`src/rtl/fetch_unit_if.sv`:
```
`default_nettype none
// ============================================================================
//  Module      : fetch_unit_if
//  Description : Bus bundle between the fetch unit, its instruction memory
//                and the decode stage.
//                  rom_pc    - read address to instruction memory
//                  rom_instr - instruction memory data (combinational)
//                  out_valid / out_ready - decode handshake
//                  out_instr / out_pc    - registered instruction and address
//                master modport: fetch side; slave modport: memory/decode side.
//  Revision    : 1.0 - initial release
// ============================================================================
interface fetch_unit_if #(
   parameter int PcWidth    = 10,
   parameter int InstrWidth = 128
);
   logic [PcWidth-1:0]    rom_pc;
   logic [InstrWidth-1:0] rom_instr;
   logic                  out_valid;
   logic                  out_ready;
   logic [InstrWidth-1:0] out_instr;
   logic [PcWidth-1:0]    out_pc;

   modport master (
      output rom_pc,
      input  rom_instr,
      output out_valid,
      input  out_ready,
      output out_instr,
      output out_pc
   );

   modport slave (
      input  rom_pc,
      output rom_instr,
      input  out_valid,
      output out_ready,
      input  out_instr,
      input  out_pc
   );
endinterface
`default_nettype wire

```
`src/rtl/fetch_unit.sv`:
```
`default_nettype none
// ============================================================================
//  Module      : fetch_unit
//  Description : Instruction fetch stage. Reads the instruction memory at the
//                current PC, registers the word and its address towards
//                decode with a valid/ready handshake, follows branch
//                redirects and stops on the halt opcode (top byte 8'hFF).
//  Ports       : clk           - rising-edge clock
//                rstn          - asynchronous active-low reset
//                start         - pulse: begin fetching at StartPc
//                branch_taken  - redirect request from execute
//                branch_target - redirect PC
//                bus           - fetch_unit_if.master (memory + decode)
//                halted        - high while in HALT
//                instr_count   - saturating count of accepted handshakes
//  Revision    : 1.0 - initial release
// ============================================================================
module fetch_unit #(
   parameter int          PcWidth    = 10,
   parameter int          InstrWidth = 128,
   parameter int unsigned StartPc    = 0
) (
   input  wire logic               clk,
   input  wire logic               rstn,
   input  wire logic               start,
   input  wire logic               branch_taken,
   input  wire logic [PcWidth-1:0] branch_target,
   fetch_unit_if.master            bus,
   output      logic               halted,
   output      logic [15:0]        instr_count
);

   localparam logic [PcWidth-1:0] c_START_PC = PcWidth'(StartPc);

   localparam logic [1:0] c_IDLE  = 2'd0;
   localparam logic [1:0] c_FETCH = 2'd1;
   localparam logic [1:0] c_HALT  = 2'd2;

   logic [1:0]            r_state;
   logic [PcWidth-1:0]    r_pc;
   logic [PcWidth-1:0]    r_out_pc;
   logic [InstrWidth-1:0] r_out_instr;
   logic                  r_out_valid;
   logic [15:0]           r_count;

   logic w_accept;
   logic w_slot_free;
   logic w_is_halt;
   logic w_restart;

   assign w_accept    = r_out_valid & bus.out_ready;
   // The output register can take a new word when empty or draining this cycle.
   assign w_slot_free = ~r_out_valid | bus.out_ready;
   assign w_is_halt   = (bus.rom_instr[InstrWidth-1 -: 8] == 8'hFF);
   // start only acts outside FETCH; inside FETCH it is ignored.
   assign w_restart   = start & (r_state != c_FETCH);

   always_ff @(posedge clk or negedge rstn) begin
      if (!rstn) begin
         r_state     <= c_IDLE;
         r_pc        <= c_START_PC;
         r_out_pc    <= '0;
         r_out_instr <= '0;
         r_out_valid <= 1'b0;
      end else begin
         case (r_state)
            c_IDLE: begin
               r_pc        <= c_START_PC;
               r_out_valid <= 1'b0;
               if (start) begin
                  r_state <= c_FETCH;
               end
            end
            c_FETCH: begin
               // A redirect beats a load and discards any pending word.
               if (branch_taken) begin
                  r_out_valid <= 1'b0;
                  r_pc        <= branch_target;
               end else if (w_slot_free) begin
                  r_out_instr <= bus.rom_instr;
                  r_out_pc    <= r_pc;
                  r_out_valid <= 1'b1;
                  r_pc        <= r_pc + PcWidth'(1);
                  if (w_is_halt) begin
                     r_state <= c_HALT;
                  end
               end
            end
            c_HALT: begin
               if (start) begin
                  r_pc        <= c_START_PC;
                  r_out_valid <= 1'b0;
                  r_state     <= c_FETCH;
               end else if (w_accept) begin
                  r_out_valid <= 1'b0;
               end
            end
            default: begin
               r_state     <= c_IDLE;
               r_out_valid <= 1'b0;
            end
         endcase
      end
   end

   always_ff @(posedge clk or negedge rstn) begin
      if (!rstn) begin
         r_count <= '0;
      end else if (w_restart) begin
         r_count <= '0;
      end else if (w_accept && (r_count != 16'hFFFF)) begin
         r_count <= r_count + 16'd1;
      end
   end

   assign bus.rom_pc    = r_pc;
   assign bus.out_valid = r_out_valid;
   assign bus.out_instr = r_out_instr;
   assign bus.out_pc    = r_out_pc;
   assign halted        = (r_state == c_HALT);
   assign instr_count   = r_count;

endmodule
`default_nettype wire

```
`src/flat_wrapper.sv`:
```
// flat-port wrapper written by rule: the top's interface ports become plain ports
module fetch_unit_flat 
#(
   parameter int          PcWidth    = 10,
   parameter int          InstrWidth = 128,
   parameter int unsigned StartPc    = 0
)
  (clk, rstn, start, branch_taken, branch_target, halted, instr_count, bus_rom_pc, bus_rom_instr, bus_out_valid, bus_out_ready, bus_out_instr, bus_out_pc);
  fetch_unit_if #(.PcWidth(PcWidth), .InstrWidth(InstrWidth)) bus_i ();
  input  wire logic clk;
  input  wire logic rstn;
  input  wire logic start;
  input  wire logic branch_taken;
  input  wire logic [PcWidth-1:0] branch_target;
  output      logic halted;
  output      logic [15:0] instr_count;
  output wire logic [$bits(bus_i.rom_pc)-1:0] bus_rom_pc;
  input wire logic [$bits(bus_i.rom_instr)-1:0] bus_rom_instr;
  output wire logic [$bits(bus_i.out_valid)-1:0] bus_out_valid;
  input wire logic [$bits(bus_i.out_ready)-1:0] bus_out_ready;
  output wire logic [$bits(bus_i.out_instr)-1:0] bus_out_instr;
  output wire logic [$bits(bus_i.out_pc)-1:0] bus_out_pc;
  assign bus_rom_pc = bus_i.rom_pc;
  assign bus_i.rom_instr = bus_rom_instr;
  assign bus_out_valid = bus_i.out_valid;
  assign bus_i.out_ready = bus_out_ready;
  assign bus_out_instr = bus_i.out_instr;
  assign bus_out_pc = bus_i.out_pc;
  fetch_unit #(.PcWidth(PcWidth), .InstrWidth(InstrWidth), .StartPc(StartPc)) u_core (.clk(clk), .rstn(rstn), .start(start), .branch_taken(branch_taken), .branch_target(branch_target), .bus(bus_i), .halted(halted), .instr_count(instr_count));
endmodule
```
`config.mk`:
```
export PLATFORM = sky130hd
export DESIGN_NAME = fetch_unit_flat
export DESIGN_NICKNAME = d
export VERILOG_FILES = /design/src/rtl/fetch_unit_if.sv /design/src/rtl/fetch_unit.sv /design/src/flat_wrapper.sv
export SDC_FILE = /design/constraint.sdc
export NUM_CORES = 1
export LEC_CHECK = 0
export CAP_MARGIN = 15
export CORE_MARGIN = 2
export CORE_UTILIZATION = 43
export DETAILED_ROUTE_END_ITERATION = 8
export PLACE_DENSITY = 0.81
export SETUP_SLACK_MARGIN = 0.2
export SYNTH_ARGS = -nofsm -noshare
export SYNTH_HDL_FRONTEND = slang
export SYNTH_SLANG_ARGS = --single-unit
```
`constraint.sdc`:
```
create_clock -name clk -period 2.3 [get_ports clk]
set_input_delay 0.46 -clock clk [delete_from_list [all_inputs] [get_ports clk]]
set_output_delay 0.46 -clock clk [all_outputs]
set_load 0.1 [all_outputs]
```
==> results.yml, run 1 <==
placed_design:
  place.gp.congestion: 0.837
  dp_hpwl_um: 14100
  number_of_instances_in_the_placed_design: 992
  placedInstanceArea_um2: 10100
  port-buffer-count: 308
clock_network:
  clk_pin_slew_worst_paths_ns: 0.06
  cts-hold-fix-buffers: 0
  cts_buffer_depth: 2
  clock_tree.root_cell: "sky130_fd_sc_hd__clkbuf_16"
  tritoncts_num_sinks: 167
  cts_max_level: 4
  cts_inserted_buffers: 17
  cts_repair_resize_count: 0
  postCtsSetupBuffers: 0
  clkLatencyLatePin_ns: 0.42
  cts_tree: "done"
layout:
  finish.instance_area_um2: 10700
  syn_to_final_growth_pct: 48.9
  final_layout_size_suffix_gt1_share_pct: 46.0
  fillers: 1195
  num_antenna_cells: 0
  final-instance-count-excl-fill: 1023
  fin_nets: 936
power:
  power_density_normalized_to_cell_area_nw_per_um2: 1130
  cell_internal_pwr_mw: 6.31
  switching_power_mw: 5.75
  power.share.combinational_pct: 47.5
  p_sw_share_pct: 47.7
  sequential_share_of_power_pct: 31.4
  clock_power_share_pct: 21.1
  vdd_drop_max_uv: 1350
  power.static_leakage_nw: 4.98
timing:
  worst-slew-pin-transition_ns: 0.647
  slew-limit-headroom_pct: 56.9
  timing_hold_violations_final: 0
  finalCriticalPeriod_ns: 1.85
  achievable-frequency_mhz: 541
  final_setup_violation_count: 0
  fin_tns_setup_ns: 0
  rsz0062_at_grt: "false"
  worst_clock_skew_ns: 0.0108
  maxSlewViolCount: 0
  period_share_pct: 80.3
setup_path:
  crit_family: "flip-flops"
  worstPathArrival_ns: 1.39
  critical_path.cell_chain: "nor2b_2 > buf_4"
  crit_path_end_kind: "primary output"
  r2r-start: "u_core.r_state[1]"
  cpMaxStageDelayCell: "sky130_fd_sc_hd__dfrtp_1"
  worst_setup_path_start_kind: "flop"
  worst-setup-path-type: "reg -> out"
  worst-r2r-cell-count: 4
  critical_path_peak_fanout: 7
  max_stage_delay_ns: 0.43
  crit-reg2reg-capture: "u_core.bus.out_instr[21]"
  critical_path.n_buffers_inverters: 1
  timing.critical_path.required_ns: 1.84
  r2r_slack_ns: 0.47
detailed_routing:
  wirelength_met1_um: 7270
  dr.max_layer_used: "met4"
  post-route-drc-count: 0
  route.vias.total: 5121
  route.met3.wl_um: 1340
  met2WireLength_um: 9480
  dr.pass1.iters: 4
  routed_via_density: 5.01
  first_iter_violations: 173
  drt_wl_total_um: 18600
  post_route_ant_nets: 0
  wl_per_cell_um: 18.1
logic_synthesis:
  syn-mean-instance-area_um2: 15.3
  syn_area_um2: 7160
  synth_nets: 613
  synth_top_cells_by_area: "sky130_fd_sc_hd__dfrtp_1 58%, sky130_fd_sc_hd__mux2_4 21%, sky130_fd_sc_hd__mux2_2 5.8%, sky130_fd_sc_hd__buf_6 2.2%, sky130_fd_sc_hd__nor2_1 1.0%"
  ys_types: 41
  ys_ff_latch: 167
  netlist.area_leader.share_pct: 58.3
  post_synth_inst_count: 468
  synth_async_sr_flop_share_pct: 100
  yosys_warnings: 0
  post-synth-top-area-cell: "sky130_fd_sc_hd__dfrtp_1"
  synth-seq-area-share_pct: 58.3
  postSynth.topFlopCell: "sky130_fd_sc_hd__dfrtp_1"
  post_synth_edffs: 0
worst_hold_path:
  worstHoldPathType: "in -> async"
floorplanning:
  design.core.area_um2: 16400
  floorplan.rows: 47
  start_util_pct: 43.7
  height_of_the_die_um: 133
  die_area_um2: 17700
  ios: 309
  fp.dieW_um: 133
global_routing:
  grt_overflow: 0
  grt_pass1_wl_um: 28600
  grt_antenna_before_repair: 0
  global_route.usage.total_pct: 20.7
  grt_max_degree: 69
  number_of_global_route_vias_before_repair: 5293
job:
  maxCapViolCount: 0
outcome:
  outcome: "finished clean"
-- worst reg2reg max path, cell delays in order, from the launching register on --
cell	delay [ns]
sky130_fd_sc_hd__dfrtp_1	0.43
sky130_fd_sc_hd__nand2b_1	0.24
sky130_fd_sc_hd__or3_4	0.47
sky130_fd_sc_hd__buf_12	0.21
sky130_fd_sc_hd__mux2_4	0.37
-- through the flow --
step	setup WS (ns)	utilization (%)	hold slack, ns	total power, mW
2_1_floorplan	0.226	-	0.164	8.19
3_3_place_gp	0.212	61.8	0.491	9.49
3_5_place_dp	0.185	61.8	0.493	9.58
4_1_cts	0.435	65.0	0.0633	12.2
5_1_grt	0.393	65.0	0.0730	12.5
6_report	0.453	65.0	0.0300	12.1
-- state kept, by name, indices dropped and copies added, names as in the netlist --
signal and flops:
u_core.bus.out_valid 1, u_core.bus.out_instr 128, u_core.bus.out_pc 10, u_core.bus.rom_pc 10, u_core.r_state 2, u_core.instr_count 16
-- cells by family after synthesis --
logic type | synth area share [%]
and+or+nand+nor | 5.52
xor gates and xnor gates | 1.34
adders and majority gates | 0.349
AOI/OAI and AO/OA | 4.00
buffers and inverters | 2.76
muxes | 27.7
DFF | 58.3
-- synthesized netlist by cell type, drive strengths merged, types with 6 or more instances --
cell type,instances
dfrtp,167
mux2,138
nor2,20
buf,16
nand2,13
o21ai,11
nor3,10
a21oi,9
nand3,9
a32oi,7
xnor2,7
and3,6
nand4,6
-- how the worst max path moves through the flow --
stage                          endpoint                  from  slack (ns)  cells after the start
5_1_grt                          halted     u_core.r_state[1]        0.39                      2
3_3_place_gp   u_core.bus.out_instr[23]         bus_out_ready        0.21                      5
2_1_floorplan      u_core.bus.rom_pc[9]  u_core.bus.rom_pc[2]        0.23                      5
3_5_place_dp      u_core.instr_count[6]         bus_out_ready        0.18                      7
6_report                         halted     u_core.r_state[1]        0.45                      2
4_1_cts                          halted     u_core.r_state[1]        0.44                      2
-- placed cells by master, fill, tap and decap left out, drive strengths merged, types with 2 or more instances in the layout --
cell type      synthesis  routed
nor3                  10      10
and2                   2       2
xnor2                  7       7
o21ai                 11      11
a211oi                 3       3
inv                    3       7
nor2                  20      20
xor2                   4       4
nand4                  6       6
buf                   16     184
clkbuf                 5      18
mux2                 138     138
a21oi                  9       9
and3                   6       6
nor2b                  4       4
or3                    2       2
and4                   2       2
o22ai                  2       2
o22a                   2       2
ha                     2       2
a32oi                  7       7
clkdlybuf4s50          0     141
dfrtp                167     167
mux2i                  5       5
clkinvlp               0       6
nand3                  9       9
clkinv                 0       3
nand2                 13      13
-- cell type report --
| type | count | area (um2) | share of cell area [%] |
|---|---|---|---|
| flip-flops and latches | 167 | 4200 | 39.4 |
| repair buffers | 325 | 2860 | 26.8 |
| multi-input cells | 277 | 2790 | 26.2 |
| clock buffers | 18 | 429 | 4.02 |
| well taps | 220 | 275 | 2.58 |
| clock inverters | 13 | 98.8 | 0.927 |
| inverters | 3 | 11.3 | 0.106 |
-- metal layers --
layer | up-vias | GRT usage (%)
li1 | 2331 | -
met1 | 2538 | 24.7
met2 | 218 | 35.4
met3 | 34 | 6.09
met4 | 0 | 7.65
met5 | - | 0
-- power groups by stage --
| stage | registers [mW] | clock network, mW | logic [mW] |
|---|---|---|---|
| 2_1_floorplan | 7.23 | 0 | 0.961 |
| 3_3_place_gp | 3.80 | 0 | 5.69 |
| 3_5_place_dp | 3.83 | 0 | 5.75 |
| 4_1_cts | 3.79 | 2.61 | 5.76 |
| 5_1_grt | 3.84 | 2.75 | 5.87 |
| 6_report | 3.79 | 2.55 | 5.72 |
No activity file was read; power rests on OpenSTA's default activity.
==> inputs of run 2 (changes only) <==
Settings changed: CORE_UTILIZATION 43 to 38, PLACE_DENSITY 0.81 to 0.76.
Clock period 2.3 ns to 1.5 ns, I/O delays scaled along.
==> run 2 against run 1 <==
Net effect: the run now ends with setup timing left; core utilization grew 14 points; count of clock-buffer cells in the layout grew 2; non-clock buffer count grew 173; critical path type is now reg -> reg; critical endpoint is now u_core.instr_count[11]; largest power group unchanged.
==> results.yml, run 2 (synthesized netlist as in run 1, its figures left out) <==
outcome:
  outcome: "complete, but fails checks"
  violations_in_the_final_reports: "setup timing"
timing:
  slew-limit-headroom_pct: 77.8
  period_share_pct: 119
  achievable-frequency_mhz: 558
  finalCriticalPeriod_ns: 1.79
  worst-slew-pin-transition_ns: 0.332
  rsz0062_at_grt: "true"
  timing_hold_violations_final: 0
  final_critical_path_setup_slack_ns: -0.292
  fin_tns_setup_ns: -34.57
  maxSlewViolCount: 0
  final_setup_violation_count: 169
  worst_clock_skew_ns: 0.0152
global_routing:
  gr-max-usage-layer: "met2"
  grt_pass1_wl_um: 36800
  grt_overflow: 0
  grt_antenna_before_repair: 0
  number_of_global_route_vias_before_repair: 6565
  gr_layer_usage_met1_pct: 28.5
  global_route.usage.met3_pct: 5.60
  grt_max_degree: 50
  global_route.usage.total_pct: 23.8
  grtUsageMet2_pct: 41.8
detailed_routing:
  routed_via_density: 5.16
  dr.pass1.iters: 5
  route.vias.total: 6263
  wl_per_cell_um: 21.7
  drt_wl_total_um: 26400
  post-route-drc-count: 0
  post_route_ant_nets: 0
  first_iter_violations: 304
setup_path:
  worst-r2r-cell-count: 7
  timing.critical_path.required_ns: 1.85
  worst_setup_path_start_kind: "flop"
  crit-reg2reg-capture: "u_core.instr_count[11]"
  most_repeated_library_cell_on_the_critical_path: "sky130_fd_sc_hd__buf_6"
  r2r_slack_ns: -0.29
  crit_path_start: "u_core.bus.out_valid"
  worstPathArrival_ns: 2.14
  critical_path.cell_chain: "buf_4 > buf_6 > buf_6 > and4_4 > nand4_1 > or3_1 > a21oi_1"
  crit_family: "simple AND/OR/NAND/NOR gates"
  cpMaxStageDelayCell: "sky130_fd_sc_hd__dfrtp_4"
  max_stage_delay_ns: 0.41
  crit_path_end_kind: "flop"
  r2r-start: "u_core.bus.out_valid"
  critical_path.n_buffers_inverters: 3
  critical_path_peak_fanout: 4
  worst-setup-path-type: "reg -> reg"
layout:
  most_common_cell_after_layout_fill_and_taps_aside: "sky130_fd_sc_hd__buf_12"
  syn_to_final_growth_pct: 105
  final_core_util_pct: 78.9
  final_layout_size_suffix_gt1_share_pct: 62.2
  num_antenna_cells: 0
  largest_register_ffs: 128
  most-common-layout-cells: "172 x sky130_fd_sc_hd__buf_12, 152 x sky130_fd_sc_hd__buf_4, 141 x sky130_fd_sc_hd__clkdlybuf4s50_1"
  final-instance-count-excl-fill: 1213
  fin_nets: 1111
worst_hold_path:
  worstHoldPathType: "in -> async"
floorplanning:
  start_util_pct: 38.6
  die_area_um2: 20000
  fp.dieW_um: 141
  height_of_the_die_um: 141
  floorplan.rows: 50
  ios: 309
  design.core.area_um2: 18600
power:
  power.share.combinational_pct: 53.2
  sequential_share_of_power_pct: 27.2
  vdd_drop_max_uv: 1360
  switching_power_mw: 9.96
  p_sw_share_pct: 43.6
  post-layout-total-power_mw: 22.8
  clock_power_share_pct: 19.6
  cell_internal_pwr_mw: 12.9
  power.static_leakage_nw: 6.72
  power_density_normalized_to_cell_area_nw_per_um2: 1560
clock_network:
  cts_buffer_depth: 2
  cts_inserted_buffers: 17
  clock_tree.root_cell: "sky130_fd_sc_hd__clkbuf_16"
  cts_max_level: 4
  clk_pin_slew_worst_paths_ns: 0.07
  clkLatencyLatePin_ns: 0.42
  cts_tree: "done"
  tritoncts_num_sinks: 167
placed_design:
  dp_hpwl_um: 16200
  place.gp.congestion: 0.885
  port-buffer-count: 308
  pre_cts_worst_setup_slack_ns: -0.528
  number_of_instances_in_the_placed_design: 1035
job:
  maxCapViolCount: 0
[run 2: cell count changes in the layout (fill, tap and decap cells not counted), sizes merged, moves of 2 or more]
| cell | delta |
|---|---|
| clkinvlp | -4 |
| bufinv | +2 |
| clkbuf | +2 |
| buf | +172 |
[run 2: worst max-delay path by stage]
stage                                           end  depth (start not counted)  slack, ns
final                        u_core.instr_count[11]                          7      -0.29
after global routing         u_core.instr_count[13]                          8      -0.32
after CTS                   u_core.bus.out_instr[8]                          4      -0.23
after detailed placement  u_core.bus.out_instr[126]                          5      -0.53
after global placement         u_core.bus.out_pc[0]                          5      -0.49
after floorplan             u_core.bus.out_instr[0]                          5      -0.36
[run 2: worst register-to-register path, cell delays in order (launching register included)]
cell and delay, ns:
sky130_fd_sc_hd__dfrtp_4 0.41, sky130_fd_sc_hd__buf_4 0.11, sky130_fd_sc_hd__buf_6 0.10, sky130_fd_sc_hd__buf_6 0.12, sky130_fd_sc_hd__and4_4 0.23, sky130_fd_sc_hd__nand4_1 0.21, sky130_fd_sc_hd__or3_1 0.41, sky130_fd_sc_hd__a21oi_1 0.13
[run 2: what timing repair did]
action,in CTS,in global routing
cloned,2,0
resized for setup,43,38
pin swaps,22,25
buffers inserted,89,54
hold buffers,1,0
endpoints found under the hold margin,23,0
endpoints found under the setup margin,332,333
[run 2: power by group through the flow]
stage	clock [mW]	sequential [mW]	combinational [mW]
after floorplan	0	11.2	1.52
after global placement	0	6.23	10.9
after detailed placement	0	6.28	11.0
after CTS	4.48	6.17	11.6
after global routing	4.71	6.28	12.4
final	4.47	6.21	12.1
[run 2: layout make-up]
class                      count  area [um2]
clock inverter                12         141
fill                         904        3920
clock buffer                  20         447
sequential                   167        4260
multi-input combinational    279        3150
tap                          234         293
timing repair buffer         498        6370
inverter                       3        11.3
[run 2: layer usage]
| layer | vias to the layer above | routed length [um] |
|---|---|---|
| li1 | 2682 | - |
| met4 | 0 | 932 |
| met3 | 78 | 2000 |
| met1 | 3154 | 9550 |
| met2 | 349 | 13900 |
| met5 | - | 0 |
[run 2: per-stage QoR]
step | area (um2) | hold slack (ns)
after global placement | 12600 | 0.198
final | 14700 | 0.304
after floorplan | 7380 | 0.00441
after CTS | 14100 | 0.310
after global routing | 14700 | 0.322
after detailed placement | 12600 | 0.204
